`src/rtl/intc_wb8.sv`:
```
// Eight-input Wishbone interrupt controller: synchronises request lines, latches
// rising edges into PENDING, masks them with ENABLE and drives one registered IRQ.
module intc_wb8 #(
  parameter int NUM_IRQ = 4
) (
  input  logic               I_wb_clk,
  input  logic               I_reset,
  input  logic [1:0]         I_wb_adr,
  input  logic [7:0]         I_wb_dat,
  input  logic               I_wb_stb,
  input  logic               I_wb_we,
  output logic [7:0]         O_wb_dat,
  output logic               O_wb_ack,
  input  logic [NUM_IRQ-1:0] I_irq,
  output logic               O_interrupt
);

  // Bits at and above NUM_IRQ are held at zero so they read 0 and ignore writes.
  localparam logic [7:0] IRQ_MASK = 8'((16'd1 << NUM_IRQ) - 16'd1);

  logic [NUM_IRQ-1:0] s1, s2, prev;
  logic [7:0]         edge8, set8, clr8;
  logic [7:0]         pending, pending_nxt, enable, active;
  logic [7:0]         rd_data;
  logic [2:0]         vec_idx;
  logic               wr;

  always_ff @(posedge I_wb_clk or posedge I_reset) begin
    if (I_reset) begin
      s1   <= '0;
      s2   <= '0;
      prev <= '0;
    end else begin
      s1   <= I_irq;
      s2   <= s1;
      prev <= s2;
    end
  end

  always_comb begin
    edge8              = '0;
    edge8[NUM_IRQ-1:0] = s2 & ~prev;
  end

  // Bus handshake: a transfer is any cycle with I_wb_stb high; O_wb_ack follows
  // stb one cycle later, and a write lands on every edge that samples stb & we.
  assign wr   = I_wb_stb & I_wb_we;
  assign set8 = (wr && I_wb_adr == 2'd2) ? (I_wb_dat & IRQ_MASK) : 8'h00;
  assign clr8 = (wr && I_wb_adr == 2'd0) ? (I_wb_dat & IRQ_MASK) : 8'h00;

  // Sets (hardware edge or software trigger) win over a same-cycle clear.
  assign pending_nxt = (edge8 | set8 | (pending & ~clr8)) & IRQ_MASK;
  assign active      = pending & enable;

  always_comb begin
    vec_idx = '0;
    for (int i = 7; i >= 0; i--) begin
      if (active[i]) vec_idx = 3'(i);
    end
  end

  always_comb begin
    rd_data = 8'h00;
    case (I_wb_adr)
      2'd0: rd_data = pending;
      2'd1: rd_data = enable;
      2'd2: rd_data = active;
      2'd3: rd_data = (active != 8'h00) ? {5'b0, vec_idx} : 8'h80;
      default: rd_data = 8'h00;
    endcase
  end

  always_ff @(posedge I_wb_clk or posedge I_reset) begin
    if (I_reset) begin
      pending     <= '0;
      enable      <= '0;
      O_interrupt <= 1'b0;
      O_wb_ack    <= 1'b0;
      O_wb_dat    <= '0;
    end else begin
      pending     <= pending_nxt;
      if (wr && I_wb_adr == 2'd1) enable <= I_wb_dat & IRQ_MASK;
      O_interrupt <= |active;
      O_wb_ack    <= I_wb_stb;
      if (I_wb_stb) O_wb_dat <= rd_data;
    end
  end

endmodule

```
`config.mk`:
```
export PLATFORM = sky130hd
export DESIGN_NAME = intc_wb8
export DESIGN_NICKNAME = d
export VERILOG_FILES = /design/src/rtl/intc_wb8.sv
export SDC_FILE = /design/constraint.sdc
export NUM_CORES = 1
export LEC_CHECK = 0
export CAP_MARGIN = 20
export CORE_UTILIZATION = 42
export CTS_CLUSTER_DIAMETER = 50
export DETAILED_ROUTE_END_ITERATION = 10
export PLACE_DENSITY = 0.69
export SYNTH_ARGS = -nofsm -noshare
export SYNTH_HDL_FRONTEND = slang
export SYNTH_SLANG_ARGS = --single-unit
```
`constraint.sdc`:
```
create_clock -name I_wb_clk -period 1.1 [get_ports I_wb_clk]
set_input_delay 0.165 -clock I_wb_clk [delete_from_list [all_inputs] [get_ports I_wb_clk]]
set_output_delay 0.165 -clock I_wb_clk [all_outputs]
set_load 0.1 [all_outputs]
```
==> impl_results.md, run 1 <==
- Placed cell count: between 150 and 200
- Slew Viols, Final: 0
- Top-area cell type share of the netlist area: 0.606
- Register Area: 682 sq um
- Routed WL: between 2000 and 2500 um
- Hold Violations, Final: 0
- Most frequent cell after synthesis: dfrtp_1
- Cell chain of the critical path: buf_12
- Worst-case clock buffer depth: 2
- Leak: 0.695 nW
- Hold_buf cts: 0
- Post-Layout Cell Count: 162
- Crit path launch type: flop
- Syn Area/Cell: 12.3 sq um
- Register area share after synthesis: 0.606
- Die Wd: 53.5 um
- Max cap viols: 0
- TritonCTS Buffers: 3
- Clock latency on the worst-skew pair: between 300 and 400 ps
- Fraction of registers with async set/reset: 1.00
- R2R Setup Slk: 20 ps
- Seq cells post-synth: 27
- Clock-pin slew on the worst setup and hold paths: 130 ps
- CP max stage delay: ~450 ps
- Status: finished, violations left
- P&R area growth vs syn: 45.9%
- WP buf/inv: 1
- Reg2reg end: O_wb_dat[0]$_DFFE_PP0P_
- Worst setup path category: flop to primary output
- Grt ovf: 0
- Final setup margin: -7.90 ps
- Layout fillers: ~180
- CTS Sinks: 27
- Failing checks: negative setup slack
- DRC Markers: 0
- Total power: roughly 2.5 mW
- Die ar.: 2860 sq um
- Core ar.: between 2000 and 2500 sq um
- Cell Area, Synth: between 1000 and 1500 sq um
- Hold crit path type: input pin to async pin
- Fmax: around 0.9 GHz
- Clock Skews: ~3 ps
- Worst Reg-to-Reg Cells: 4
- Critical Path RT: approximately 940 ps
- Root buf cell: clkbuf_4
- Worst Path Max Fanout: 2
- Cell Pwr Density: ~1500 nW/um^2
- Unique masters post-synth: 31
- # setup viols final: 5
- Gpl congestion: about 0.81
- Worst hold slack: 150 ps
- Critical path's top delay family: flip-flops
- Unrepaired setup endpoints after global routing: yes
- Antenna Violating Nets Remaining: 0
- Final Cell Area: 1630 sq um
- Area of placed instances: about 1500 sq um
- Vias per cell: 4.96
- Largest area contributor in the netlist: dfrtp_1
- Vias in the first global route: roughly 840
- Post-layout nets: roughly 150
- Dpl hpwl: ~1600 um
- First-pass GRT wire length: approximately 3500 um
- CP Capture Type: primary output
- Iteration-0 DRC Markers: 7
- Worst vdd ir: 0.00109 V
- List of most frequent post-synthesis cells: dfrtp_1, nand2_1, nor2_1, nor2b_1
- Drt first pass iters: 2
- Period minus WS final: ~1100 ps
- Vias: about 800
- Post-synth EDFFs: 0
- Post-Synthesis Cells: 91
- Crit path depth: 1
- Die H: 53.5 um
- TritonCTS clock tree: done
- Largest cells by area after synthesis: dfrtp_1, mux2_1, a221o_1
- Top FF cell, synth: dfrtp_1
- Gr usage total: 0.177
- IO Pins: 28
- Pre-CTS setup slack: -452 ps
- R2R Path Start: enable[0]$_DFFE_PP0P_
- Per-cell routed wire length: between 10 and 15 um
- Synth warnings: 0
- Antenna diode count: 0
- Pin count of the biggest net entering global routing: 28
- Final period util: 1.01
- Initial Utilization: 0.446
- Multi-input gate area: 419 sq um
- H-tree levels: 1
- Arr. time, crit path: around 940 ps
- Standard-cell row count: 18
- Initial antenna violation count: 0
- Share of cells above drive strength 1: 0.386
- PortBufs: 20
- Critical Path Slowest Stage Cell: dfrtp_2
## layer usage
metal / GRT usage / wire (um) / vias up
met4: 0.114 / 71 / 0
met3: 0.0345 / 79 / 7
met1: 0.194 / 927 / 374
li1: - / - / 398
met5: 0 / 0 / -
met2: 0.308 / 1020 / 24
## repair_timing
item / in CTS / in global routing
pin swaps: 7 / 3
buffers inserted: 3 / 1
resized for setup: 7 / 6
endpoints found under the setup margin: 16 / 11
## per-stage QoR
stage | setup TNS (ps) | util
6_report | -25.0 | 0.651
5_1_grt | -346 | 0.651
4_1_cts | -93.7 | 0.635
3_5_place_dp | -5120 | 0.611
3_3_place_gp | -4690 | 0.611
2_1_floorplan | -0.981 | -
## cell type report
class,count,share of cell area
Clock buffer,4,0.0162
Inverter,5,0.0115
Multi-Input combinational cell,55,0.258
Sequential cell,27,0.419
Tap cell,30,0.0231
Timing Repair Buffer,41,0.272
## worst max path at each step
stage / from / endpoint / slack, ps
floorplan: enable[3]$_DFFE_PP0P_ / O_wb_dat[1]$_DFFE_PP0P_ / -1
global placement: I_wb_adr[0] / pending[0]$_DFF_PP0_ / -410
detailed placement: I_wb_adr[1] / enable[0]$_DFFE_PP0P_ / -450
CTS: O_wb_dat[7]$_DFFE_PP0P_ / O_wb_dat[7] / -20
global route: O_wb_dat[1]$_DFFE_PP0P_ / O_wb_dat[1] / -50
finish: O_wb_dat[7]$_DFFE_PP0P_ / O_wb_dat[7] / -8
## flip-flops by register name, summed over array words and instances, names as in the netlist
signal       count
O_interrupt      1
enable           4
prev             4
O_wb_ack         1
s1               4
s2               4
pending          4
O_wb_dat         5
## power by group
group	switching [mW]	internal (mW)	leakage, nW	total (mW)
Sequential	0.0836	1.10	0.300	1.18
Combinational	0.511	0.378	0.380	0.889
Clock	0.275	0.142	0.0150	0.417
## cells by family (layout without fill, tap and decap cells)
group / Yosys count / count (layout) / share of synthesized area
simple gates: 28 / 28 / 0.148
flops: 27 / 27 / 0.606
compound gates: 20 / 20 / 0.140
buf+inv: 11 / 50 / 0.0617
mux: 4 / 4 / 0.0404
other cells: 1 / 3 / 0.00336
## tightest hold or removal path, delay by kind of cell
kind / cells / cell delay, ps
buf+inv: 3 / 670
## layout by cell type (no fill, tap or decap), types with 2 or more instances in the layout
master           instances
conb_1                   3
dfrtp_2                  5
o21ai_0                  2
nand2_1                  9
clkbuf_4                 3
buf_12                   8
a21oi_1                  3
buf_6                    2
mux2_1                   4
clkdlybuf4s50_1          9
nor2_1                   5
nor3_1                   2
dfrtp_1                 22
a221o_1                  4
dlygate4sd2_1            4
buf_4                   18
inv_1                    4
nor2b_1                  5
No activity file was read; power rests on OpenSTA's default activity.
==> run 2, diff against run 1 <==
--- a/config.mk
+++ b/config.mk
@@ -5,7 +5,9 @@
 export SDC_FILE = /design/constraint.sdc
 export NUM_CORES = 1
 export LEC_CHECK = 0
+export ABC_AREA = 1
 export CAP_MARGIN = 20
+export CORE_MARGIN = 3
 export CORE_UTILIZATION = 42
 export CTS_CLUSTER_DIAMETER = 50
 export DETAILED_ROUTE_END_ITERATION = 10
==> run 2 against run 1 <==
Against the previous run:
- the flow now finishes without violations
- sequential share of layout area rose by 4.3 points
- total power fell by 4.7%
- final area down 9.2%
- combinational power down 10%
- clock skew decreased by 1.5 ps
- sequential power is essentially flat
- register-to-register slack better by 70 ps
- critical endpoint unchanged
==> impl_results.md, run 2 <==
- Antenna Violating Nets Remaining: 0 (unchanged)
- Clock latency on the worst-skew pair: 310 ps (about the same)
- Post-synth EDFFs: 0 (unchanged)
- IO Pins: 28 (unchanged)
- Reg2reg end: O_wb_dat[1]$_DFFE_PP0P_
- Fmax: 0.916 GHz (+1.5%)
- Logic pwr share: 0.336 (-0.022)
- Synth warnings: 0 (unchanged)
- Syn Area/Cell: 9.02 sq um (-26%)
- Initial antenna violation count: 0 (unchanged)
- Critical Path Slowest Stage Cell: dfrtp_2
- Top FF cell, synth: dfrtp_1
- Worst vdd ir: 0.00104 V (-3.9%)
- WP buf/inv: 1 (unchanged)
- Psw: 852 uW (-2.1%)
- Antenna diode count: 0 (unchanged)
- Crit path launch type: flop
- Period minus WS final: 1090 ps (-16.0 ps)
- Core ar.: 2320 sq um (-7.3%)
- CP Capture Type: primary output
- Most frequent cell after synthesis: nand2_1
- H-tree levels: 1 (unchanged)
- R2R Path Start: enable[1]$_DFFE_PP0P_
- Critical Path RT: 940 ps (about the same)
- Clock power frac: 0.170 (+0.002)
- Root buf cell: clkbuf_4
- Worst Reg-to-Reg Cells: 6 (+2)
- Share of cells above drive strength 1: 0.173 (-0.213)
- PortBufs: 20 (unchanged)
- Hold crit path type: input pin to async pin
- Largest cells by area after synthesis: dfrtp_1, nand2_1, inv_1
- R2R Setup Slk: 90 ps (+70 ps)
- Worst-case clock buffer depth: 2 (unchanged)
- Slew Viols, Final: 0 (unchanged)
- Iteration-0 DRC Markers: 20 (+13)
- Post-route setup TNS: 0 ps (+25.0 ps)
- Total power: 2.37 mW (-4.7%)
- Most common cell after layout, fill and taps aside: nand2_1
- Final period util: 0.993 (-0.0146)
- P&R area growth vs syn: 36.4%
- Standard-cell row count: 17 (-1)
- Post-Synthesis Cells: 120 (+32%)
- Gr usage total: 0.138 (-0.0392)
- Grt ovf: 0 (unchanged)
- Vias in the first global route: 873 (+4.3%)
- Status: finished, final reports clean
- Cell internal pwr: 1.52 mW (-6.1%)
- Final Cell Area: 1480 sq um (-9.2%)
- Die Wd: 56.8 um (+6.1%)
- TritonCTS clock tree: done
- Hold Violations, Final: 0 (unchanged)
- Vias per cell: 4.70 (-5.2%)
- Top-area cell type share of the netlist area: 0.624 (+0.0182)
- Unique masters post-synth: 13 (-58%)
- # setup viols final: 0 (-5)
- Routed WL: 1880 um (-10%)
- Initial Utilization: 0.467 (+0.0209)
- Worst hold slack: 160 ps (+9.98 ps)
- Die H: 56.8 um (+6.1%)
- TritonCTS Buffers: 3 (unchanged)
- Cell chain of the critical path: buf_12
- List of most frequent post-synthesis cells: nand2_1, dfrtp_1, inv_1
- Gpl congestion: 0.822 (+1.0%)
- Post-layout nets: 169 (+12%)
- Cell Pwr Density: 1600 nW/um^2 (+5.0%)
- CP max stage delay: 450 ps (about the same)
- Vias: 836 (+4.1%)
- Max FFs per register: 5 (unchanged)
- Arr. time, crit path: 930 ps (about the same)
- Leak: 0.734 nW (+5.6%)
- Commonest cells after routing, fill and taps aside: nand2_1, dfrtp_1, inv_1
- Largest area contributor in the netlist: dfrtp_1
- Cell Area, Synth: 1080 sq um (-2.9%)
- Crit path depth: 1 (unchanged)
- Worst Path Max Fanout: 2 (unchanged)
- Top reg by flops: O_wb_dat
- Pin count of the biggest net entering global routing: 28 (unchanged)
- Drt first pass iters: 4 (+2)
- CTS Sinks: 27 (unchanged)
- Dpl hpwl: 1450 um (-9.4%)
- Per-cell routed wire length: 10.6 um (-18%)
- Switch share: 0.360 (+0.00971)
- Fraction of registers with async set/reset: 1.00 (unchanged)
- Die ar.: 3220 sq um (+12%)
- Seq cells post-synth: 27 (unchanged)
- Seq pwr share: 0.494 (+0.019)
- Clock Skews: 1.48 ps (-1.52 ps)
- DRC Markers: 0 (unchanged)
- Register area share after synthesis: 0.624 (+0.0182)
- First-pass GRT wire length: 3560 um (+2.6%)
- Max cap viols: 0 (unchanged)
- Critical path's top delay family: flip-flops
- Clock-pin slew on the worst setup and hold paths: 130 ps (about the same)
- Unrepaired setup endpoints after global routing: yes
- Area of placed instances: 1430 sq um (-6.4%)
- Worst setup path category: flop to primary output
-- run 2: cell count changes in the layout (fill, tap and decap cells not counted), sizes merged, moves of 3 or more --
cell,change
a21oi,-3
a221o,-4
buf,-14
dlygate4sd2,-3
inv,+14
mux2,-4
nand2,+26
nor2,+10
nor2b,-6
nor3,-4
o211ai,+4
o21ai,+6
-- run 2: area by class of cell --
class | count | area (sq um)
fill | 191 | 842
sequential | 27 | 682
multi-input combinational | 73 | 325
clock buffer | 4 | 26.3
tap | 28 | 35.0
inverter | 19 | 71.3
timing repair buffer | 27 | 337
-- run 2: cell families after synthesis --
kind of cell    synth area share
simple gates               0.202
flops                      0.624
buf+inv                   0.0867
compound gates            0.0832
other cells              0.00346
-- run 2: tightest hold or removal path, cell delays in order --
cell             delay [ps]
clkdlybuf4s50_1         390
inv_1                    90
buf_12                  190
-- run 2: how the worst max path moves through the flow --
stage                            startpoint              endpoint
floorplan             O_interrupt$_DFF_PP0_           O_interrupt
global placement                I_wb_adr[0]  pending[2]$_DFF_PP0_
detailed placement              I_wb_adr[0]  pending[3]$_DFF_PP0_
CTS                 O_wb_dat[1]$_DFFE_PP0P_           O_wb_dat[1]
global route        O_wb_dat[7]$_DFFE_PP0P_           O_wb_dat[7]
finish              O_wb_dat[7]$_DFFE_PP0P_           O_wb_dat[7]
-- run 2: repair_timing --
item / in CTS / in global routing
pin swaps: 1 / 1
buffers inserted: 0 / 2
gates resized for setup: 1 / 3
hold buffers: 0 / 0
setup endpoints to repair: 6 / 16
-- run 2: per-layer routing --
| layer | GRT usage | up-vias | share of wire |
|---|---|---|---|
| met5 | 0 | - | 0 |
| li1 | - | 427 | - |
| met4 | 0.0397 | 0 | 0.0080 |
| met1 | 0.152 | 383 | 0.42 |
| met3 | 0.0345 | 2 | 0.065 |
| met2 | 0.257 | 24 | 0.51 |
-- run 2: power by group through the flow --
stage | combinational, mW | clock, mW | sequential, mW
floorplan | 0.228 | 0 | 1.45
global placement | 0.785 | 0 | 1.19
detailed placement | 0.796 | 0 | 1.19
CTS | 0.796 | 0.434 | 1.17
global route | 0.846 | 0.476 | 1.18
finish | 0.796 | 0.403 | 1.17
-- run 2: stage by stage --
stage | utilization | cells | setup slack [ps]
2_1_floorplan | - | 122 | 51.7
3_3_place_gp | 0.616 | 172 | -315
3_5_place_dp | 0.616 | 172 | -362
4_1_cts | 0.627 | 176 | -12.7
5_1_grt | 0.637 | 178 | -38.5
6_report | 0.637 | 178 | 8.12
==> run 3, diff against run 2 <==
--- a/config.mk
+++ b/config.mk
@@ -5,13 +5,13 @@
 export SDC_FILE = /design/constraint.sdc
 export NUM_CORES = 1
 export LEC_CHECK = 0
-export ABC_AREA = 1
 export CAP_MARGIN = 20
 export CORE_MARGIN = 3
 export CORE_UTILIZATION = 42
 export CTS_CLUSTER_DIAMETER = 50
 export DETAILED_ROUTE_END_ITERATION = 10
 export PLACE_DENSITY = 0.69
+export RECOVER_POWER = 25
 export SYNTH_ARGS = -nofsm -noshare
 export SYNTH_HDL_FRONTEND = slang
 export SYNTH_SLANG_ARGS = --single-unit
==> run 3 against run 2 <==
Against the previous run:
- setup slack worse by 13 ps
- largest cell class unchanged
- first-iteration DRC count is 10% higher
- global-route usage is 0.22 points lower
- sequential cell count stayed put
- non-clock buffer count is 12 higher
- clock power is 3% higher
- highest routed layer is now met3
- register-to-register slack worse by 95 ps
- the flow now finishes with violations (negative setup slack)
==> impl_results.md, run 3 (synthesized netlist as in run 1, its figures left out) <==
- Worst hold slack: 268 ps (+107 ps)
- Status: finished, violations left
- Hold_buf cts: 0 (unchanged)
- Logic pwr share: 0.350 (+0.014)
- Most common cell after layout, fill and taps aside: dfrtp_1
- PortBufs: 20 (unchanged)
- Worst vdd ir: 0.00134 V (+28%)
- Core ar.: 2500 sq um (+7.8%)
- Pre-CTS setup slack: -413 ps (-51.2 ps)
- Final period util: 1.00 (+0.0120)
- Crit path launch type: flop
- Max cap viols: 0 (unchanged)
- Fmax: 0.905 GHz (-1.2%)
- Max_slew headroom: 0.571
- DRC Markers: 0 (unchanged)
- Placed cell count: 154 (-10%)
- Clock Skews: 1.30 ps (-0.176 ps)
- Pin count of the biggest net entering global routing: 28 (unchanged)
- Slew @ Worst Pin: ~640 ps
- Slew Viols, Final: 0 (unchanged)
- Grt ovf: 0 (unchanged)
- Vias: 804 (-3.8%)
- Share of cells above drive strength 1: 0.362 (+0.188)
- Antenna diode count: 0 (unchanged)
- Root buf cell: clkbuf_4
- Post-Layout Cell Count: 160 (-10%)
- IO Pins: 28 (unchanged)
- CTS Sinks: 27 (unchanged)
- Commonest cells after routing, fill and taps aside: dfrtp_1, buf_4, nand2_1
- CP Capture Type: flop
- Post-layout nets: 149 (-12%)
- Die ar.: 3310 sq um (+2.7%)
- Worst setup path category: flop to flop
- Core Util, Final: 0.630 (-0.00717)
- Top reg by flops: O_wb_dat
- Switch share: 0.351 (-0.00847)
- # setup viols final: 2 (+2)
- Clock latency on the worst-skew pair: 310 ps (about the same)
- Vias in the first global route: 798 (-8.6%)
- Die Wd: 57.5 um (+1.3%)
- Clock power frac: 0.169 (about the same)
- P&R area growth vs syn: 41.2%
- Die H: 57.5 um (+1.3%)
- TritonCTS Buffers: 3 (unchanged)
- Psw: 860 uW (+1.0%)
- TritonCTS clock tree: done
- Worst-case clock buffer depth: 2 (unchanged)
- Standard-cell row count: 18 (+1)
- Max FFs per register: 5 (unchanged)
- Vias per cell: 5.03 (+7.0%)
- Seq pwr share: 0.481 (-0.013)
- Worst Path Max Fanout: 3 (+1)
- First-pass GRT wire length: 3490 um (-1.9%)
- Unrepaired setup endpoints after global routing: yes
- Total power: 2.45 mW (+3.4%)
- Leak: 0.680 nW (-7.3%)
- Final setup margin: -5.04 ps (-13.2 ps)
- Routed WL: 2040 um (+8.5%)
- Critical Path RT: 1310 ps (+370 ps)
- Clock-pin slew on the worst setup and hold paths: 140 ps (about the same)
- Drt first pass iters: 4 (unchanged)
- Gr usage total: 0.135 (-0.00223)
- Per-cell routed wire length: 12.8 um (+21%)
- Cell internal pwr: 1.59 mW (+4.8%)
- Iteration-0 DRC Markers: 22 (+10%)
- H-tree levels: 1 (unchanged)
- Antenna Violating Nets Remaining: 0 (unchanged)
- Initial antenna violation count: 0 (unchanged)
- Hold crit path type: input pin to flop
- Initial Utilization: 0.446 (-0.0209)
- Hold Violations, Final: 0 (unchanged)
- Period minus WS final: 1110 ps (+13.2 ps)
- Failing checks: negative setup slack
- Gpl congestion: 0.868 (+5.6%)
- Cell Pwr Density: 1560 nW/um^2 (-3.0%)
- Arr. time, crit path: 1320 ps (+390 ps)
- Dpl hpwl: 1570 um (+8.3%)
## run 3: cell count changes in the layout (fill, tap and decap cells not counted), moves of 5 or more
cell and change:
inv_1 -15, nor2_1 -8, nand2_1 -26, o21ai_0 -5
nor2b_1 +5, buf_4 +10
## run 3: metal layers
layer,global-route usage,wire length (um)
met3,0.0452,119
met1,0.169,866
met5,0,0
met2,0.227,1060
met4,0.0298,0
## run 3: cell type report
type	instances	area (sq um)
multi-input combinational	55	395
sequential	27	682
inverter	5	18.8
fill	201	926
timing repair buffer	39	413
clock inverter	1	5.00
tap	30	37.5
clock buffer	3	22.5
## run 3: what timing repair did
item,in CTS,in global routing
resized for setup,7,2
buffers inserted,1,1
setup endpoints to repair,15,9
pin swaps,7,2
## run 3: critical path, stage by stage, from the launching register on
cell and delay [ps]:
dfrtp_1 420, a21boi_2 230, o221ai_2 120, a31oi_1 190, a211oi_2 50
## run 3: worst paths after layout
path	start	end	slack [ps]	depth (start not counted)
setup reg to reg	pending[0]$_DFF_PP0_	O_wb_dat[0]$_DFFE_PP0P_	-5	4
max in group asynchronous	I_reset	O_wb_dat[1]$_DFFE_PP0P_	220	3
hold / removal	I_irq[0]	s1[0]$_DFF_PP0_	270	1
setup / recovery	pending[0]$_DFF_PP0_	O_wb_dat[0]$_DFFE_PP0P_	-5	4
min in group asynchronous	I_reset	prev[1]$_DFF_PP0_	430	3
hold reg to reg	s1[0]$_DFF_PP0_	s2[0]$_DFF_PP0_	370	0
## run 3: power groups by stage
| stage | logic (mW) | registers [mW] | clock network [mW] |
|---|---|---|---|
| after floorplan | 0.251 | 1.43 | 0 |
| after global placement | 0.834 | 1.19 | 0 |
| after detailed placement | 0.845 | 1.20 | 0 |
| after CTS | 0.853 | 1.18 | 0.446 |
| after global routing | 0.903 | 1.19 | 0.482 |
| final | 0.857 | 1.18 | 0.415 |
## run 3: metrics by stage
step	area, sq um	TNS [ps]
2_1_floorplan	1130	-0.981
3_3_place_gp	1530	-4540
3_5_place_dp	1530	-4590
4_1_cts	1570	-84.3
5_1_grt	1570	-396
6_report	1570	-6.77
